### src/rtl/sseg_share_ctrl_pkg.sv
// Package: sseg_pkg
// Shared types for the 7-segment display sharing controller:
//   state_t  - controller FSM states
//   frame_t  - one display frame (8 hex digits, 8 decimal points, 8 digit enables)
//   FRAME_W  - width of frame_t in bits
//   max3()   - elaboration-time helper for sizing counters
package sseg_pkg;

  typedef enum logic [1:0] {
    S_IDLE,
    S_LOAD,
    S_SHIFT,
    S_HOLD
  } state_t;

  localparam int FRAME_W = 48;

  typedef struct packed {
    logic [31:0] hexs;
    logic [7:0]  points;
    logic [7:0]  LEs;
  } frame_t;

  function automatic int max3(input int a, input int b, input int c);
    int m;
    m = (a > b) ? a : b;
    return (m > c) ? m : c;
  endfunction

endpackage

### src/rtl/sseg_share_ctrl_rr_arbiter.sv
// Module: rr_arbiter
// Purely combinational round-robin pick. Scans req starting at ptr and wrapping
// modulo N; the first set bit wins. The pointer register lives in the parent.
// Ports:
//   req  in  N        request vector
//   ptr  in  IDX_W    index with highest priority this cycle (0..N-1)
//   gnt  out N        one-hot winner (all zero when no request)
//   idx  out IDX_W    index of winner (0 when no request)
//   any  out 1        at least one request present
module rr_arbiter #(
  parameter int N = 4,
  localparam int IDX_W = $clog2(N)
) (
  input  logic [N-1:0]     req,
  input  logic [IDX_W-1:0] ptr,
  output logic [N-1:0]     gnt,
  output logic [IDX_W-1:0] idx,
  output logic             any
);

  logic [IDX_W-1:0] cand;

  always_comb begin
    // NOTE: every combinational output gets a default before any branch,
    // otherwise paths that skip an assignment infer latches.
    gnt  = '0;
    idx  = '0;
    any  = 1'b0;
    cand = '0;
    for (int k = 0; k < N; k++) begin
      cand = IDX_W'((int'(ptr) + k) % N);
      if (!any && req[cand]) begin
        any       = 1'b1;
        idx       = cand;
        gnt[cand] = 1'b1;
      end
    end
  end

endmodule

### src/rtl/sseg_share_ctrl.sv
// Module: sseg_share_ctrl
// Shares one serial 7-segment display between NREQ requesters. A round-robin
// arbiter picks a requester in IDLE, its frame is latched and the display is
// started; the block then waits out the serializer shift and a minimum hold
// time. When idle for REFRESH_CYC cycles the current frame is re-sent.
// Ports:
//   clk         in   1         system clock
//   rstn        in   1         asynchronous active-low reset
//   req         in   NREQ      per-requester frame request (level)
//   req_hexs    in   NREQ*32   packed hex digits, requester i at [32*i+31:32*i]
//   req_points  in   NREQ*8    packed decimal points, requester i at [8*i+7:8*i]
//   req_LEs     in   NREQ*8    packed digit enables, requester i at [8*i+7:8*i]
//   ack         out  NREQ      one-hot 1-cycle pulse: frame captured
//   start       out  1         1-cycle pulse to display device
//   hexs        out  32        latched frame hex digits
//   points      out  8         latched decimal points
//   LEs         out  8         latched digit enables
//   owner       out  IDX_W     requester whose frame is shown
//   busy        out  1         high in LOAD/SHIFT/HOLD
module sseg_share_ctrl
  import sseg_pkg::*;
#(
  parameter int NREQ         = 4,
  parameter int SHIFT_CYCLES = 70,
  parameter int HOLD_CYCLES  = 1000,
  parameter int REFRESH_CYC  = 2**20,
  localparam int IDX_W = $clog2(NREQ)
) (
  input  logic                 clk,
  input  logic                 rstn,
  input  logic [NREQ-1:0]      req,
  input  logic [NREQ*32-1:0]   req_hexs,
  input  logic [NREQ*8-1:0]    req_points,
  input  logic [NREQ*8-1:0]    req_LEs,
  output logic [NREQ-1:0]      ack,
  output logic                 start,
  output logic [31:0]          hexs,
  output logic [7:0]           points,
  output logic [7:0]           LEs,
  output logic [IDX_W-1:0]     owner,
  output logic                 busy
);

  localparam int CNT_MAX_V = max3(SHIFT_CYCLES, HOLD_CYCLES, REFRESH_CYC);
  localparam int CNT_W     = $clog2(CNT_MAX_V + 1);

  localparam logic [CNT_W-1:0] CNT_SAT      = {CNT_W{1'b1}};
  localparam logic [CNT_W-1:0] SHIFT_LAST   = CNT_W'(SHIFT_CYCLES - 1);
  localparam logic [CNT_W-1:0] HOLD_LAST    = CNT_W'((HOLD_CYCLES > 0) ? HOLD_CYCLES - 1 : 0);
  localparam logic [CNT_W-1:0] REFRESH_LAST = CNT_W'((REFRESH_CYC > 0) ? REFRESH_CYC - 1 : 0);
  localparam logic [IDX_W-1:0] IDX_LAST     = IDX_W'(NREQ - 1);

  state_t           state, state_nxt;
  logic [CNT_W-1:0] cnt;
  frame_t           frame_q;
  logic [IDX_W-1:0] owner_q;
  logic [IDX_W-1:0] rr_ptr;
  logic             src_ack_q;

  logic [NREQ-1:0]    gnt;
  logic [IDX_W-1:0]   idx;
  logic               any;
  logic               take_grant;
  logic [FRAME_W-1:0] win_bits;
  frame_t             win_frame;
  logic [IDX_W-1:0]   next_ptr;

  rr_arbiter #(.N(NREQ)) u_arb (
    .req (req),
    .ptr (rr_ptr),
    .gnt (gnt),
    .idx (idx),
    .any (any)
  );

  // One-hot AND-OR mux of the winner's frame.
  always_comb begin
    win_bits = '0;
    for (int i = 0; i < NREQ; i++) begin
      if (gnt[i]) begin
        win_bits |= {req_hexs[32*i +: 32], req_points[8*i +: 8], req_LEs[8*i +: 8]};
      end
    end
  end

  assign win_frame = frame_t'(win_bits);
  assign next_ptr  = (idx == IDX_LAST) ? '0 : idx + 1'b1;

  // Next state and Moore outputs.
  always_comb begin
    state_nxt  = state;
    take_grant = 1'b0;
    start      = 1'b0;
    ack        = '0;
    busy       = 1'b0;
    unique case (state)
      S_IDLE: begin
        // A request beats a refresh expiring in the same cycle.
        if (any) begin
          state_nxt  = S_LOAD;
          take_grant = 1'b1;
        end else if (REFRESH_CYC != 0 && cnt == REFRESH_LAST) begin
          state_nxt = S_LOAD;
        end
      end
      S_LOAD: begin
        start = 1'b1;
        busy  = 1'b1;
        if (src_ack_q) ack = NREQ'(1) << owner_q;
        state_nxt = S_SHIFT;
      end
      S_SHIFT: begin
        busy = 1'b1;
        if (cnt == SHIFT_LAST) state_nxt = (HOLD_CYCLES == 0) ? S_IDLE : S_HOLD;
      end
      S_HOLD: begin
        busy = 1'b1;
        if (cnt == HOLD_LAST) state_nxt = S_IDLE;
      end
      default: state_nxt = S_IDLE;
    endcase
  end

  // NOTE: the frame registers are reset because the display outputs must read
  // 0 during reset; a plain datapath register would normally be left unreset.
  always_ff @(posedge clk or negedge rstn) begin
    if (!rstn) begin
      state     <= S_IDLE;
      cnt       <= '0;
      frame_q   <= '0;
      owner_q   <= '0;
      rr_ptr    <= '0;
      src_ack_q <= 1'b0;
    end else begin
      // NOTE: sequential state uses non-blocking assignments so every register
      // samples the pre-edge values regardless of statement order.
      state <= state_nxt;
      // The counter restarts on every state entry and saturates otherwise.
      if (state_nxt != state) cnt <= '0;
      else if (cnt != CNT_SAT) cnt <= cnt + 1'b1;
      if (state == S_IDLE && state_nxt == S_LOAD) src_ack_q <= take_grant;
      if (take_grant) begin
        frame_q <= win_frame;
        owner_q <= idx;
        rr_ptr  <= next_ptr;
      end
    end
  end

  assign hexs   = frame_q.hexs;
  assign points = frame_q.points;
  assign LEs    = frame_q.LEs;
  assign owner  = owner_q;

endmodule
### config.mk
export PLATFORM = sky130hd
export DESIGN_NAME = sseg_share_ctrl
export DESIGN_NICKNAME = d
export VERILOG_FILES = /design/src/rtl/sseg_share_ctrl_pkg.sv /design/src/rtl/sseg_share_ctrl_rr_arbiter.sv /design/src/rtl/sseg_share_ctrl.sv
export SDC_FILE = /design/constraint.sdc
export NUM_CORES = 1
export LEC_CHECK = 0
export BUFFER_PORTS_ARGS = -buffer_cell sky130_fd_sc_hd__buf_2
export CAP_MARGIN = 20
export CORE_AREA = 2 2 115 128
export DETAILED_ROUTE_END_ITERATION = 6
export DIE_AREA = 0 0 117 130
export PLACE_DENSITY = 0.76
export SKIP_CTS_REPAIR_TIMING = 1
export SYNTH_ARGS = -nofsm -noshare
export SYNTH_HDL_FRONTEND = slang
export SYNTH_SLANG_ARGS = --single-unit
### constraint.sdc
create_clock -name clk -period 3.55 [get_ports clk]
set_input_delay 0.5325 -clock clk [delete_from_list [all_inputs] [get_ports clk]]
set_output_delay 0.5325 -clock clk [all_outputs]
set_load 0.01 [all_outputs]
**Word level (Yosys, flattened, before mapping)**

Index checks and enable logic that the tools add are counted.

- $lt $le $gt $ge: 8
- Reductions and logical operators: 14
- Add/sub/neg operators: 5
- Bitwise operators: 6
- Mux-type cells: 46
- Eq/ne operators: 10
- Shifts and indexed selects: 1

Operators by type and width:

| operator | count |
|---|---|
| $mux W48 | 4 |
| $or A48 B48 Y48 | 3 |
| $mux W21 | 2 |
| $mux W4 | 6 |
| $add A21 B1 Y21 const B | 1 |
| $eq A21 B10 Y1 const B | 1 |
| $eq A21 B20 Y1 const B | 1 |
| $eq A21 B7 Y1 const B | 1 |
| $ne A21 B21 Y1 const B | 1 |
| $mux W2 | 9 |
| $mux W1 | 16 |
| $lt A2 B3 Y1 const B | 4 |
| $or A4 B4 Y4 | 3 |
| $bmux W1 S2 | 4 |
| $demux W1 S2 | 4 |
| $ge A2 B1 Y1 const B | 4 |
| $logic_and A1 B1 Y1 | 8 |
| $pmux W2 S4 | 1 |
| $eq A2 B2 Y1 const B | 3 |
| $add A2 B1 Y2 const B | 2 |
| $add A2 B2 Y2 const B | 2 |
| $eq A2 B1 Y1 const B | 2 |
| $shl A1 B2 Y4 const A | 1 |
| $logic_not A1 Y1 | 3 |
| other kinds (4) | 4 |

- Register bits: 76
- Logic and storage cells: 98
- Input bits: 198
- Output and inout port bits: 56

**Depth between registers and ports, before layout**

- Depth in word-level cells: 19
- Gate-level depth with buffers: 13
- Mapped depth without buffers: 8

**Hierarchy**

From an unflattened synthesis, not the netlist that was laid out.

- Cells, all modules: 499
- Area, all modules: 4,589.4 um^2

By module, submodules not included:

| module | area an instance (um^2) | instances | cells each | sequential area each (um^2) |
|---|---|---|---|---|
| sseg_share_ctrl | 4,167.7 | 1 | 454 | 1,901.8 |
| rr_arbiter | 421.7 | 1 | 45 | 0.0 |

**Worst setup path after synthesis**

No wires, ideal clock.

- Kind: reg-to-reg
- Start point: register rr_ptr[1]
- End point: register frame_q (netlist bit hexs[1])
- Clock period less this slack: 3.322 ns
- Setup time: 0.126 ns
- Arrival: 3.196 ns
- Setup slack: 0.228 ns
- Data required time: 3.424 ns
- Buffers on the path: 5
- Stages on the path, launching flop included: 14
- Cell sequence: dfrtp_1 -> clkbuf_1 -> inv_1 -> ha_1 -> clkbuf_1 -> inv_1 -> and4_1 -> or3_1 -> buf_2 -> buf_2 -> a22oi_1 -> clkbuf_1 -> nor2_1 -> a221o_1

- Word-level cells in the longest chain between the ends: 19
- Elaborated cells on any way between the ends: 57
- Classes of those cells: add/sub: 3; order compare: 8; mux: 30; bitwise: 6; reduce/logical: 10

Ends and longest elaborated chain:

| element | RTL line | text |
|---|---|---|
| start, declared | sseg_share_ctrl.sv:57 | `logic [IDX_W-1:0] rr_ptr;` |
| start signal, assigned | sseg_share_ctrl.sv:145 | `rr_ptr <= next_ptr;` |
| branches (longest 19 deep; another with $lt A2 B3 Y1) | n/a |  |
| end signal, assigned | sseg_share_ctrl.sv:143 | `frame_q <= win_frame;` |
| end, declared | sseg_share_ctrl.sv:55 | `frame_t frame_q;` |

Several ways; the timed one is not identified. The select of a mux whose other input is x is not followed.
A chain may end at the register's enable or synchronous reset.

==> qor.tcl <==
set qor(start_util) 0.4358
set qor(setup_viol_count_final) 0
set qor(status) {finished, final reports clean}
set qor(nets) 1149
set qor(final_period_minus_worst_setup_slack_ns) 3.189
set qor(synth_largest_type_area_fraction) 0.3095
set qor(num_vias) 6687
set qor(ir_drop_v) 0.0002000
set qor(crit_path_start_kind) {register}
set qor(filler_free_cell_count_of_the_finished_design) 1142
set qor(endpoint_kind) {register}
set qor(place.gp.congestion) 0.8712
set qor(r2r_end) {points[0]$_DFFE_PN0P_}
set qor(worst_slew_pin_slew_ns) 1.062
set qor(syn-cell-area_um2) 6145
set qor(post-synth-top-area-cell) {sky130_fd_sc_hd__dfrtp_1}
set qor(critical_path_class) {reg2reg}
set qor(ys_types) 47
set qor(report.final.hold_viol_count) 0
set qor(worst-endpoint-required_ns) 3.82
set qor(drt-vias-per-instance) 5.856
set qor(largest_buffer_count_on_any_clock_path) 2
set qor(postSynth.asyncResetShare) 1.000
set qor(cts_root_buffer) {sky130_fd_sc_hd__clkbuf_16}
set qor(drt_iter0_drc) 442
set qor(detail_route.first_pass.iterations) 5
set qor(finClkSkew_ns) 0.01155
set qor(netlist_top_cells_area) {sky130_fd_sc_hd__dfrtp_1 31%, sky130_fd_sc_hd__a221o_1 16%, sky130_fd_sc_hd__a22o_1 7.0%}
set qor(netlist_instances) 717
set qor(die_width_um) 117
set qor(r2r_slack_ns) 0.36
set qor(clock_slew_at_the_register_clock_pins_of_the_worst_setup_and_hold_paths_ns) 0.06
set qor(final.period_utilization) 0.8982
set qor(portBuffers) 253
set qor(power.density_nw_per_um2) 258.8
set qor(worst_r2r_path_depth) 7
set qor(grt_pass1_wl_um) 31350
set qor(grt_max_degree) 77
set qor(number_of_maximum_capacitance_violations) 0
set qor(data_arrival_time_of_the_critical_path_ns) 3.46
set qor(cts_tree) {yes}
set qor(chipHeight_um) 130
set qor(routed_wirelength_um) 20600
set qor(setup.worst_path.end) {points[0]$_DFFE_PN0P_}
set qor(dpl.hpwl_um) 14260
set qor(grt_antenna_before_repair) 0
set qor(overflow) 0
set qor(ys_seq_area_frac) 0.3095
set qor(clock_insertion_delay_worst_skew_ns) 0.34
set qor(synth.most_common_cell) {sky130_fd_sc_hd__a221o_1}
set qor(synth.cells.most_frequent) {98 x sky130_fd_sc_hd__a221o_1, 77 x sky130_fd_sc_hd__nor2_1, 76 x sky130_fd_sc_hd__dfrtp_1}
set qor(grtUsageTotal) 0.2630
set qor(synthFlopType) {sky130_fd_sc_hd__dfrtp_1}
set qor(floorplan.rows) 46
set qor(min-delay-path-class) {in2async}
set qor(achievable-frequency_mhz) 313.6
set qor(htree_num_levels) 3
set qor(synthesis.area_per_instance_um2) 8.570
set qor(design.core.area_um2) 14100
set qor(net_count_after_synthesis) 925
set qor(cts.sinks) 76
set qor(ys_ff_latch) 76
set qor(design.die.area_um2) 15210
set qor(placed_cells) 1121
set qor(ys.warnings.count) 0
set qor(setup-tns-final_ns) 0
set qor(ant_nets) 0
set qor(drive_above_1_share) 0.3118
set qor(path_max_fanout) 48
set qor(rsz0062_at_grt) {no}
set qor(syn_to_final_growth_pct) 28.43
set qor(max_transition_viols_final) 0
set qor(numCtsBuffers) 9
set qor(ios) 254
set qor(post-route-drc-count) 0
set qor(first_global_vias) 6257
set qor(slew_headroom) 0.2918
set qor(power.leakage_uw) 0.004038
set qor(synth_enable_flop_cells) 0
set qor(drt-wirelength-per-cell_um) 18.04
critical path, stage by stage, from the launching register on:
cell	delay, ns
sky130_fd_sc_hd__dfrtp_1	0.45
sky130_fd_sc_hd__inv_1	0.09
sky130_fd_sc_hd__ha_1	0.44
sky130_fd_sc_hd__inv_1	0.14
sky130_fd_sc_hd__a2111oi_0	0.38
sky130_fd_sc_hd__or3_2	0.38
sky130_fd_sc_hd__a21o_2	0.90
sky130_fd_sc_hd__a221o_1	0.32
metal layers:
| layer | global-route usage | vias up | share of wire |
|---|---|---|---|
| li1 | - | 3143 | - |
| met1 | 0.3220 | 3216 | 0.41 |
| met2 | 0.4495 | 288 | 0.49 |
| met3 | 0.05434 | 40 | 0.069 |
| met4 | 0.1087 | 0 | 0.030 |
| met5 | 0 | - | 0 |
power by group:
| group | switching [uW] | internal, uW | leakage [uW] |
|---|---|---|---|
| sequential | 0 | 866 | 0.00105 |
| combinational | 147 | 110 | 0.00284 |
| clock | 388 | 532 | 0.000146 |
| total | 534 | 1510 | 0.00404 |
worst min-delay path by stage:
stage | end | slack (ns) | start | depth (start not counted)
6_report | hexs[28]$_DFFE_PN0P_ | 0.11 | rstn | 1
5_1_grt | hexs[28]$_DFFE_PN0P_ | 0.15 | rstn | 1
4_1_cts | LEs[0]$_DFFE_PN0P_ | 0.41 | rstn | 1
3_5_place_dp | src_ack_q$_DFFE_PN0P_ | 0.51 | src_ack_q$_DFFE_PN0P_ | 1
3_3_place_gp | src_ack_q$_DFFE_PN0P_ | 0.51 | src_ack_q$_DFFE_PN0P_ | 1
2_1_floorplan | LEs[0]$_DFFE_PN0P_ | 0.24 | rstn | 0
cells in the final DEF, fill, tap and decap left out, types with 4 or more instances in the layout:
cell and n:
sky130_fd_sc_hd__a21o_1 50, sky130_fd_sc_hd__a21oi_1 4, sky130_fd_sc_hd__a221o_1 98, sky130_fd_sc_hd__a22o_1 49, sky130_fd_sc_hd__and2_0 6, sky130_fd_sc_hd__and2_1 47, sky130_fd_sc_hd__and3_1 6, sky130_fd_sc_hd__buf_2 252
sky130_fd_sc_hd__buf_4 15, sky130_fd_sc_hd__clkbuf_16 9, sky130_fd_sc_hd__dfrtp_1 76, sky130_fd_sc_hd__diode_2 4, sky130_fd_sc_hd__ha_1 9, sky130_fd_sc_hd__inv_1 9, sky130_fd_sc_hd__mux2i_1 6, sky130_fd_sc_hd__nand2_1 72
sky130_fd_sc_hd__nand2b_1 52, sky130_fd_sc_hd__nand3_1 9, sky130_fd_sc_hd__nand4_1 5, sky130_fd_sc_hd__nor2_1 77, sky130_fd_sc_hd__nor3_1 8, sky130_fd_sc_hd__nor4_1 4, sky130_fd_sc_hd__o21ai_0 8, sky130_fd_sc_hd__xnor2_1 6
sky130_fd_sc_hd__xor2_1 13
flip-flops by register name, summed over array words and instances, names as in the netlist, named ones only:
signal / cells
hexs: 32
cnt: 21
LEs: 8
points: 8
owner: 2
state: 2
rr_ptr: 1
src_ack_q: 1
per-stage QoR:
step | utilization | power [uW] | hold slack [ns] | setup WS (ns) | area, um^2
after floorplan | - | 961.0 | 0.2369 | 0.2282 | 6145
after CTS | 0.5570 | 2049 | 0.4054 | 0.3692 | 7854
after global routing | 0.5589 | 2099 | 0.1452 | 0.1104 | 7881
after detailed placement | 0.5365 | 1133 | 0.5149 | 0.3187 | 7565
final | 0.5596 | 2042 | 0.1122 | 0.3614 | 7891
after global placement | 0.5365 | 1130 | 0.5088 | 0.3822 | 7565
final cells by class:
cell class / instances / area, um^2
Fill cell: 1333 / 6210
Multi-Input combinational cell: 575 / 3975
Sequential cell: 76 / 1902
Timing Repair Buffer: 270 / 1441
Clock buffer: 13 / 270.3
Tap cell: 192 / 240.2
Inverter: 9 / 33.78
Clock inverter: 3 / 18.77
Antenna cell: 4 / 10.01
cell families (layout without fill, tap and decap cells):
| kind of cell | after synthesis | count (layout) | synth area share |
|---|---|---|---|
| flip-flops | 76 | 76 | 0.3095 |
| buffers and inverters | 66 | 295 | 0.04826 |
| adder cells (fa/ha/maj) | 10 | 10 | 0.02036 |
| XOR/XNOR | 19 | 19 | 0.02708 |
| AND/OR/NAND/NOR | 304 | 304 | 0.2484 |
| AO/OA/AOI/OAI | 233 | 233 | 0.3293 |
| other | 0 | 4 | 0 |
| multiplexers | 9 | 9 | 0.01710 |
(Power assumes the default switching activity.)
